$ cat src/rtl/uart_reg_master.sv
// rtl/uart_reg_master.sv - register-bus initiator driving the uart_core register port for a stream client
// Optional TX watchdog and sticky err_o are built only with UART_MASTER_TIMEOUT_EN defined.
module uart_reg_master #(
    parameter int MAX_BURST  = 7,
    parameter int READ_LAT   = 1
`ifdef UART_MASTER_TIMEOUT_EN
    ,
    parameter int TX_TIMEOUT = 65535
`endif
) (
    input  logic        clk_i,
    input  logic        rst_ni,
    input  logic        cfg_valid_i,
    output logic        cfg_ready_o,
    input  logic [15:0] cfg_baud_i,
    input  logic        cfg_rx_en_i,
    input  logic        tx_valid_i,
    output logic        tx_ready_o,
    input  logic [7:0]  tx_byte_i,
    input  logic        tx_last_i,
    output logic        rx_valid_o,
    input  logic        rx_ready_i,
    output logic [7:0]  rx_byte_o,
    input  logic        intr_tx_i,
    input  logic        intr_rx_i,
    input  logic        intr_rx_empty_i,
    output logic [11:0] reg_addr_o,
    output logic [31:0] reg_wdata_o,
    output logic        reg_we_o,
    output logic        reg_re_o,
    input  logic [31:0] reg_rdata_i,
    output logic        busy_o,
    output logic        err_o
);

    localparam logic [11:0] A_BAUD     = 12'h000;
    localparam logic [11:0] A_TX_DATA  = 12'h004;
    localparam logic [11:0] A_RX_DATA  = 12'h008;
    localparam logic [11:0] A_RX_EN    = 12'h00C;
    localparam logic [11:0] A_TX_CLR   = 12'h010;
    localparam logic [11:0] A_RX_CLR   = 12'h014;
    localparam logic [11:0] A_TX_LEVEL = 12'h018;
    localparam logic [11:0] A_RD_EN    = 12'h01C;

    typedef enum logic [3:0] {
        S_IDLE, S_CFG, S_TX_DATA, S_TX_PUSH, S_TX_LEVEL, S_TX_LGAP,
        S_TX_KICK, S_TX_WAIT, S_TX_DONE, S_RX_REQ, S_RX_CAP, S_RX_OUT
    } state_t;

    state_t      r_state, w_state_nxt;
    logic [3:0]  r_step, w_step_nxt;
    logic [2:0]  r_cnt, w_cnt_nxt;
    logic        r_last, w_last_nxt;
    logic [1:0]  r_lat, w_lat_nxt;
    logic        r_rx_en, w_rx_en_nxt;
    logic        r_cfg_rx_en, w_cfg_rx_en_nxt;
    logic [7:0]  r_rx_byte, w_rx_byte_nxt;
    logic [11:0] r_addr, w_addr_nxt;
    logic [31:0] r_wdata, w_wdata_nxt;
    logic        r_we, w_we_nxt;
    logic        r_re, w_re_nxt;
    logic        w_tx_done_go;
    logic [2:0]  w_cfg_idx;
    logic [11:0] w_cfg_addr;
    logic [31:0] w_cfg_wdata;
    logic [23:0] w_unused_rdata;
`ifdef UART_MASTER_TIMEOUT_EN
    logic [15:0] r_wdog, w_wdog_nxt;
    logic        r_err, w_err_nxt;
`endif

    assign w_unused_rdata = reg_rdata_i[31:8];

    // CFG writes issue on odd steps for the following (even) step; the first is launched from IDLE.
    always_comb begin
        w_cfg_idx   = (r_state == S_CFG) ? 3'((r_step + 4'd1) >> 1) : 3'd0;
        w_cfg_addr  = A_RX_CLR;
        w_cfg_wdata = 32'h0;
        case (w_cfg_idx)
            3'd0: begin w_cfg_addr = A_BAUD;   w_cfg_wdata = {16'h0, cfg_baud_i};   end
            3'd1: begin w_cfg_addr = A_RX_EN;  w_cfg_wdata = {31'h0, r_cfg_rx_en};  end
            3'd2: begin w_cfg_addr = A_TX_CLR; w_cfg_wdata = 32'h1;                 end
            3'd3: begin w_cfg_addr = A_TX_CLR; w_cfg_wdata = 32'h0;                 end
            3'd4: begin w_cfg_addr = A_RX_CLR; w_cfg_wdata = 32'h1;                 end
            default: begin w_cfg_addr = A_RX_CLR; w_cfg_wdata = 32'h0;              end
        endcase
    end

    always_comb begin
        w_state_nxt     = r_state;
        w_step_nxt      = r_step;
        w_cnt_nxt       = r_cnt;
        w_last_nxt      = r_last;
        w_lat_nxt       = r_lat;
        w_rx_en_nxt     = r_rx_en;
        w_cfg_rx_en_nxt = r_cfg_rx_en;
        w_rx_byte_nxt   = r_rx_byte;
        w_addr_nxt      = 12'h000;
        w_wdata_nxt     = 32'h0;
        w_we_nxt        = 1'b0;
        w_re_nxt        = 1'b0;
        w_tx_done_go    = 1'b0;
        cfg_ready_o     = 1'b0;
        tx_ready_o      = 1'b0;
`ifdef UART_MASTER_TIMEOUT_EN
        w_wdog_nxt      = r_wdog;
        w_err_nxt       = r_err;
`endif
        case (r_state)
            S_IDLE: begin
                cfg_ready_o = rst_ni;
                if (cfg_valid_i) begin
                    w_state_nxt     = S_CFG;
                    w_step_nxt      = 4'd0;
                    w_cfg_rx_en_nxt = cfg_rx_en_i;
                    w_we_nxt        = 1'b1;
                    w_addr_nxt      = w_cfg_addr;
                    w_wdata_nxt     = w_cfg_wdata;
                end else begin
                    tx_ready_o = rst_ni;
                    if (tx_valid_i) begin
                        w_state_nxt = S_TX_DATA;
                        w_cnt_nxt   = 3'd1;
                        w_last_nxt  = tx_last_i;
                        w_we_nxt    = 1'b1;
                        w_addr_nxt  = A_TX_DATA;
                        w_wdata_nxt = {24'h0, tx_byte_i};
                    end else if (intr_rx_i && !intr_rx_empty_i && r_rx_en) begin
                        w_state_nxt = S_RX_REQ;
                        w_re_nxt    = 1'b1;
                        w_addr_nxt  = A_RX_DATA;
                    end
                end
            end
            S_CFG: begin
                w_step_nxt = r_step + 4'd1;
                if (r_step == 4'd11) begin
                    w_state_nxt = S_IDLE;
                    w_rx_en_nxt = r_cfg_rx_en;
`ifdef UART_MASTER_TIMEOUT_EN
                    w_err_nxt   = 1'b0;
`endif
                end else if (r_step[0]) begin
                    w_we_nxt    = 1'b1;
                    w_addr_nxt  = w_cfg_addr;
                    w_wdata_nxt = w_cfg_wdata;
                end
            end
            S_TX_DATA: w_state_nxt = S_TX_PUSH;
            S_TX_PUSH: begin
                // A full burst closes even if the client never flagged tx_last_i.
                if (r_last || (r_cnt == 3'(MAX_BURST))) begin
                    w_state_nxt = S_TX_LEVEL;
                    w_we_nxt    = 1'b1;
                    w_addr_nxt  = A_TX_LEVEL;
                    w_wdata_nxt = {29'h0, r_cnt};
                end else begin
                    tx_ready_o = rst_ni;
                    if (tx_valid_i) begin
                        w_state_nxt = S_TX_DATA;
                        w_cnt_nxt   = r_cnt + 3'd1;
                        w_last_nxt  = tx_last_i;
                        w_we_nxt    = 1'b1;
                        w_addr_nxt  = A_TX_DATA;
                        w_wdata_nxt = {24'h0, tx_byte_i};
                    end
                end
            end
            S_TX_LEVEL: w_state_nxt = S_TX_LGAP;
            S_TX_LGAP: begin
                w_state_nxt = S_TX_KICK;
                w_we_nxt    = 1'b1;
                w_addr_nxt  = A_RD_EN;
                w_wdata_nxt = 32'h1;
            end
            S_TX_KICK: begin
                w_state_nxt = S_TX_WAIT;
`ifdef UART_MASTER_TIMEOUT_EN
                w_wdog_nxt  = 16'h0;
`endif
            end
            S_TX_WAIT: begin
                if (intr_tx_i) begin
                    w_tx_done_go = 1'b1;
                end
`ifdef UART_MASTER_TIMEOUT_EN
                else if (r_wdog == 16'(TX_TIMEOUT - 1)) begin
                    w_tx_done_go = 1'b1;
                    w_err_nxt    = 1'b1;
                end else begin
                    w_wdog_nxt = r_wdog + 16'd1;
                end
`endif
                if (w_tx_done_go) begin
                    w_state_nxt = S_TX_DONE;
                    w_we_nxt    = 1'b1;
                    w_addr_nxt  = A_RD_EN;
                    w_wdata_nxt = 32'h0;
                end
            end
            S_TX_DONE: begin
                w_state_nxt = S_IDLE;
                w_cnt_nxt   = 3'd0;
                w_last_nxt  = 1'b0;
            end
            S_RX_REQ: begin
                w_state_nxt = S_RX_CAP;
                w_lat_nxt   = 2'd0;
            end
            S_RX_CAP: begin
                if (r_lat == 2'(READ_LAT - 1)) begin
                    w_rx_byte_nxt = reg_rdata_i[7:0];
                    w_state_nxt   = S_RX_OUT;
                end else begin
                    w_lat_nxt = r_lat + 2'd1;
                end
            end
            S_RX_OUT: begin
                if (rx_ready_i) begin
                    w_state_nxt = S_IDLE;
                end
            end
            default: w_state_nxt = S_IDLE;
        endcase
    end

    always_ff @(posedge clk_i) begin
        if (!rst_ni) begin
            r_state     <= S_IDLE;
            r_step      <= 4'd0;
            r_cnt       <= 3'd0;
            r_last      <= 1'b0;
            r_lat       <= 2'd0;
            r_rx_en     <= 1'b0;
            r_cfg_rx_en <= 1'b0;
            r_rx_byte   <= 8'h00;
            r_addr      <= 12'h000;
            r_wdata     <= 32'h0;
            r_we        <= 1'b0;
            r_re        <= 1'b0;
`ifdef UART_MASTER_TIMEOUT_EN
            r_wdog      <= 16'h0;
            r_err       <= 1'b0;
`endif
        end else begin
            r_state     <= w_state_nxt;
            r_step      <= w_step_nxt;
            r_cnt       <= w_cnt_nxt;
            r_last      <= w_last_nxt;
            r_lat       <= w_lat_nxt;
            r_rx_en     <= w_rx_en_nxt;
            r_cfg_rx_en <= w_cfg_rx_en_nxt;
            r_rx_byte   <= w_rx_byte_nxt;
            r_addr      <= w_addr_nxt;
            r_wdata     <= w_wdata_nxt;
            r_we        <= w_we_nxt;
            r_re        <= w_re_nxt;
`ifdef UART_MASTER_TIMEOUT_EN
            r_wdog      <= w_wdog_nxt;
            r_err       <= w_err_nxt;
`endif
        end
    end

    assign reg_addr_o  = r_addr;
    assign reg_wdata_o = r_wdata;
    assign reg_we_o    = r_we;
    assign reg_re_o    = r_re;
    assign rx_valid_o  = (r_state == S_RX_OUT);
    assign rx_byte_o   = r_rx_byte;
    assign busy_o      = (r_state != S_IDLE);
`ifdef UART_MASTER_TIMEOUT_EN
    assign err_o       = r_err;
`else
    assign err_o       = 1'b0;
`endif

endmodule

$ cat config.mk
export PLATFORM = sky130hd
export DESIGN_NAME = uart_reg_master
export DESIGN_NICKNAME = d
export VERILOG_FILES = /design/src/rtl/uart_reg_master.sv
export SDC_FILE = /design/constraint.sdc
export NUM_CORES = 1
export LEC_CHECK = 0
export CAP_MARGIN = 20
export CORE_ASPECT_RATIO = 1.4
export CORE_UTILIZATION = 35
export DETAILED_ROUTE_END_ITERATION = 8
export DONT_BUFFER_PORTS = 1
export GPL_ROUTABILITY_DRIVEN = 1
export MAX_ROUTING_LAYER = met4
export PLACE_DENSITY = 0.49
export SYNTH_ARGS = -nofsm -noshare
export SYNTH_HDL_FRONTEND = slang
export SYNTH_SLANG_ARGS = --single-unit
$ cat constraint.sdc
create_clock -name clk_i -period 2.7 [get_ports clk_i]
set_clock_uncertainty 0.05 [all_clocks]
set_input_delay 0.54 -clock clk_i [delete_from_list [all_inputs] [get_ports clk_i]]
set_output_delay 0.54 -clock clk_i [all_outputs]
set_load 0.01 [all_outputs]
Word-level counts from Yosys, hierarchy flattened --
Cells that the tools add are included.
Storage, ports and cells: output and inout port bits 59, input bits 66, logic and storage cells 123, bits in registers 70
Operators by class: $add $sub $neg 3, eq/ne operators 29, bitwise operators 2, mux-type cells 55, reductions and logical operators 22
Operators by type and width (count):
- $mux 32 | 4
- $pmux 32 s4 | 1
- $pmux 12 s5 | 1
- $mux 4 | 12
- $pmux 16 s3 | 1
- $pmux 4 s11 | 1
- $mux 12 | 3
- $eq 4x4->1 const B | 5
- $mux 3 | 6
- $eq 4x3->1 const B | 4
- $ne 2x2->1 const B | 8
- $mux 1 | 15
- $pmux 5 s3 | 1
- $mux 5 | 2
- $reduce_and 2->1 | 5
- $pmux 3 s3 | 1
- $eq 4x2->1 const B | 2
- $mux 8 | 1
- $pmux 4 s2 | 1
- $eq 3x2->1 const B | 2
- $eq 3x3->1 const B | 2
- $reduce_and 6->1 | 1
- $pmux 1 s5 | 1
- $reduce_and 5->1 | 1
- 25 further kinds | 30

Depth between registers and ports, before layout --
depth in word-level cells 8, depth in mapped cells 9, gate-level depth less buffers 7

Least setup slack after synthesis --
Ideal clock, no wire load.
kind register -> output, start point reg r_state[0], end point out tx_ready_o, path buffers 2, data required time 2.110 ns, cell stages (with the launch flop) 5, slack 0.660 ns, arrival 1.450 ns, cell sequence dfxtp_1 clkbuf_1 clkbuf_1 a31oi_1 nor4_1
On the way: word-level cells in the longest chain between the ends 2
Ends and longest elaborated chain:
- start: declaration | line 50 | state_t r_state, w_state_nxt;
- start signal: assignment | line 246 | r_state <= w_state_nxt;
- $eq 4x2->1 / $logic_not 4->1 (equally long branches) | line 109 | case (r_state)
- $pmux 1 s2 (*) | line 109
- end: declaration | line 18 | output logic tx_ready_o,
Every way passes the cells marked *; elsewhere a longest branch is shown, timed or not.

Worst setup path in the final report --
start point reg r_cnt[0], end point out tx_ready_o
On the way: word-level cells in the longest chain between the ends 4
Ends and longest elaborated chain:
- start: declaration | line 52 | logic [2:0] r_cnt, w_cnt_nxt;
- start signal: assignment | line 248 | r_cnt <= w_cnt_nxt;
- $eq 3x3->1 | line 152 | if (r_last || (r_cnt == 3'(MAX_BURST))) begin
- $logic_or 1x1->1 | line 152
- $mux 1 | line 152
- $pmux 1 s2 | line 109
No other way between the ends.

==> metrics.cfg <==
[floorplanning]
die_w_microns=74.6
fp.dieH_microns=104
design.die.area_sq_um=7730
core_area_sq_um=7070
io_pins=125
fp-row-count=36
start_util_pct=36.5

[final_layout]
final_cell_mix=dfxtp_1, nor2_1, conb_1
drive_gt1_share_pct=9.58
final_util_pct=38.3
final_nets=382
areaGrowthSynthToFinish_pct=4.79
nFillCells=773
antenna_cells=0
final_common_cell=dfxtp_1

[clocking]
worst_skew_pair.late_latency_ps=300
clk_pin_slew_ps=100
cts_tree=yes
post_cts_buffers=0
htree_levels=2
max-clock-path-buffers=2
cts_root_buffer=clkbuf_8
cts_buffers=5
cts_sinks=45
post_cts_resized=0
hold_buffers=0

[placed_design]
gp_congestion=0.874
place_hpwl_microns=4570
portBuffers=0

[routing]
first_pass_iters=4
detail_route.wl_per_cell_microns=15.2
drt-initial-drc-count=136
drc=0
drt-total-wl_microns=6190
avgViaCountPerCell=5.10
ant_nets=0
vias=2082

[synth]
synthesis.area_sq_um=2580
postSynthAreaPerCell_sq_um=8.25
seq_area_frac_synth_pct=34.9
synth.top_cell.area_share_pct=34.9
synth_ff_type=dfxtp_1
ys_top_cells_by_area=dfxtp_1, buf_4, nor2_1
synth_edf_count=0
yosysTopAreaCell=dfxtp_1
synth.distinct_cells=61
synthCells=313
async_flop_share_pct=0
yosysWarnings=0
synth-seq-cells=45

[power]
p_leak_nw=1.07
power_density_nw_per_um2=773
irDropWorstVdd_uv=306

[grt]
grt_pass1_vias=2004
overflow=0
grt_pass1_wl_microns=10000
grt.total_usage_pct=17.2
antenna_found_initial=0
grt_max_degree=18

[timing]
maxSlewViolCount=0
slew_headroom_pct=52.6
min_period_ps=2460
fmax_ghz=0.406
setup_tns_ps=0
finalHoldViolations=0
worst_pin_slew_ps=710
rsz0062_at_grt=no
setup_viol=0
period_share_pct=91.2

[critical_path]
cp_max_fo=4
crit_required_ps=2110
startpoint_type=flip-flop
crit_arrival_ps=1870
cp-end-kind=output pin
path_class=flip-flop to output pin

[status]
status=finished, final reports clean

[hold_path]
hold_path_class=input pin to flip-flop

[flow_run]
max_cap_violations=0

layer usage:
layer / track usage (%) / part of all wire (%) / wire length [microns] / up-vias
met4: 5.39 / 1.2 / 76 / 0
li1: - / - / - / 1051
met1: 20.6 / 42 / 2630 / 948
met5: - / 0 / 0 / -
met2: 28.2 / 50 / 3120 / 78
met3: 3.60 / 5.9 / 365 / 5
cells by family (layout without fill, tap and decap cells):
group | after synthesis | in the layout | synth area share, %
adders and majority gates | 4 | 4 | 1.94
buffers and inverters | 54 | 29 | 12.0
and+or+nand+nor | 124 | 124 | 26.0
DFF | 45 | 45 | 34.9
xor gates and xnor gates | 2 | 2 | 0.678
AOI/OAI and AO/OA | 72 | 72 | 20.1
other | 1 | 26 | 0.145
muxes | 11 | 11 | 4.26
flip-flops by register name, summed over array words and instances (netlist names):
name and count:
r_lat 2, r_step 4, rx_byte_o 8, r_cfg_rx_en 1, reg_addr_o 3, reg_wdata_o 16, r_rx_en 1, reg_we_o 1
r_last 1, reg_re_o 1, r_state 4, r_cnt 3
worst max-delay path: stages, from the launching register on:
cell	delay, ps
dfxtp_1	360
ha_1	220
ha_1	190
nor2_1	210
a31oi_1	120
nor4_1	480
area by class of cell:
cell class	count	area, sq um	share of cell area [%]
Clock buffer	5	68.8	2.54
Clock inverter	3	25.0	0.924
Sequential cell	45	901	33.3
Multi-Input combinational cell	239	1470	54.2
Timing Repair Buffer	13	97.6	3.60
Inverter	8	30.0	1.11
Tap cell	95	119	4.39
path summary, 6_finish.rpt:
kind / depth (start not counted) / slack, ps / from / endpoint
setup / recovery: 5 / 240 / r_cnt[0]$_SDFFE_PN0P_ / tx_ready_o
hold / removal: 1 / 300 / cfg_baud_i[12] / reg_wdata_o[12]$_SDFF_PN0_
setup reg to reg: 6 / 370 / r_step[1]$_SDFFE_PN0P_ / reg_wdata_o[0]$_SDFF_PN0_
hold reg to reg: 2 / 440 / r_rx_en$_SDFFE_PN0P_ / r_rx_en$_SDFFE_PN0P_
Yosys cell counts (3+ instances only):
master / count
o21ai_0: 12
clkbuf_1: 15
a21o_1: 3
and2_1: 9
nor2_1: 36
a21boi_0: 3
a31oi_1: 4
dfxtp_1: 45
nand4_1: 3
nand3b_1: 3
nor2b_1: 12
a21oi_1: 15
buf_4: 26
nand3_1: 11
ha_1: 4
nor3_1: 7
mux2i_1: 11
inv_1: 7
o211ai_1: 3
nand2b_1: 8
nand2_1: 20
a22oi_1: 8
power by group:
group	switching, mW	leakage, nW	internal [mW]
clock network	0.255	0.0447	0.187
registers	0.146	0.365	0.760
logic	0.441	0.657	0.304
total	0.842	1.07	1.25
per-stage QoR:
step | power (mW) | setup slack [ps] | instance area (sq um) | instances | hold WS (ps)
floorplan | 1.49 | 660 | 2680 | 338 | 399
global placement | 1.67 | 417 | 2610 | 400 | 419
detailed placement | 1.67 | 402 | 2610 | 400 | 428
CTS | 2.12 | 213 | 2710 | 408 | 287
global route | 2.25 | 45.2 | 2710 | 408 | 283
finish | 2.09 | 239 | 2710 | 408 | 297
Note: power is estimated with default switching activity, not from simulation.
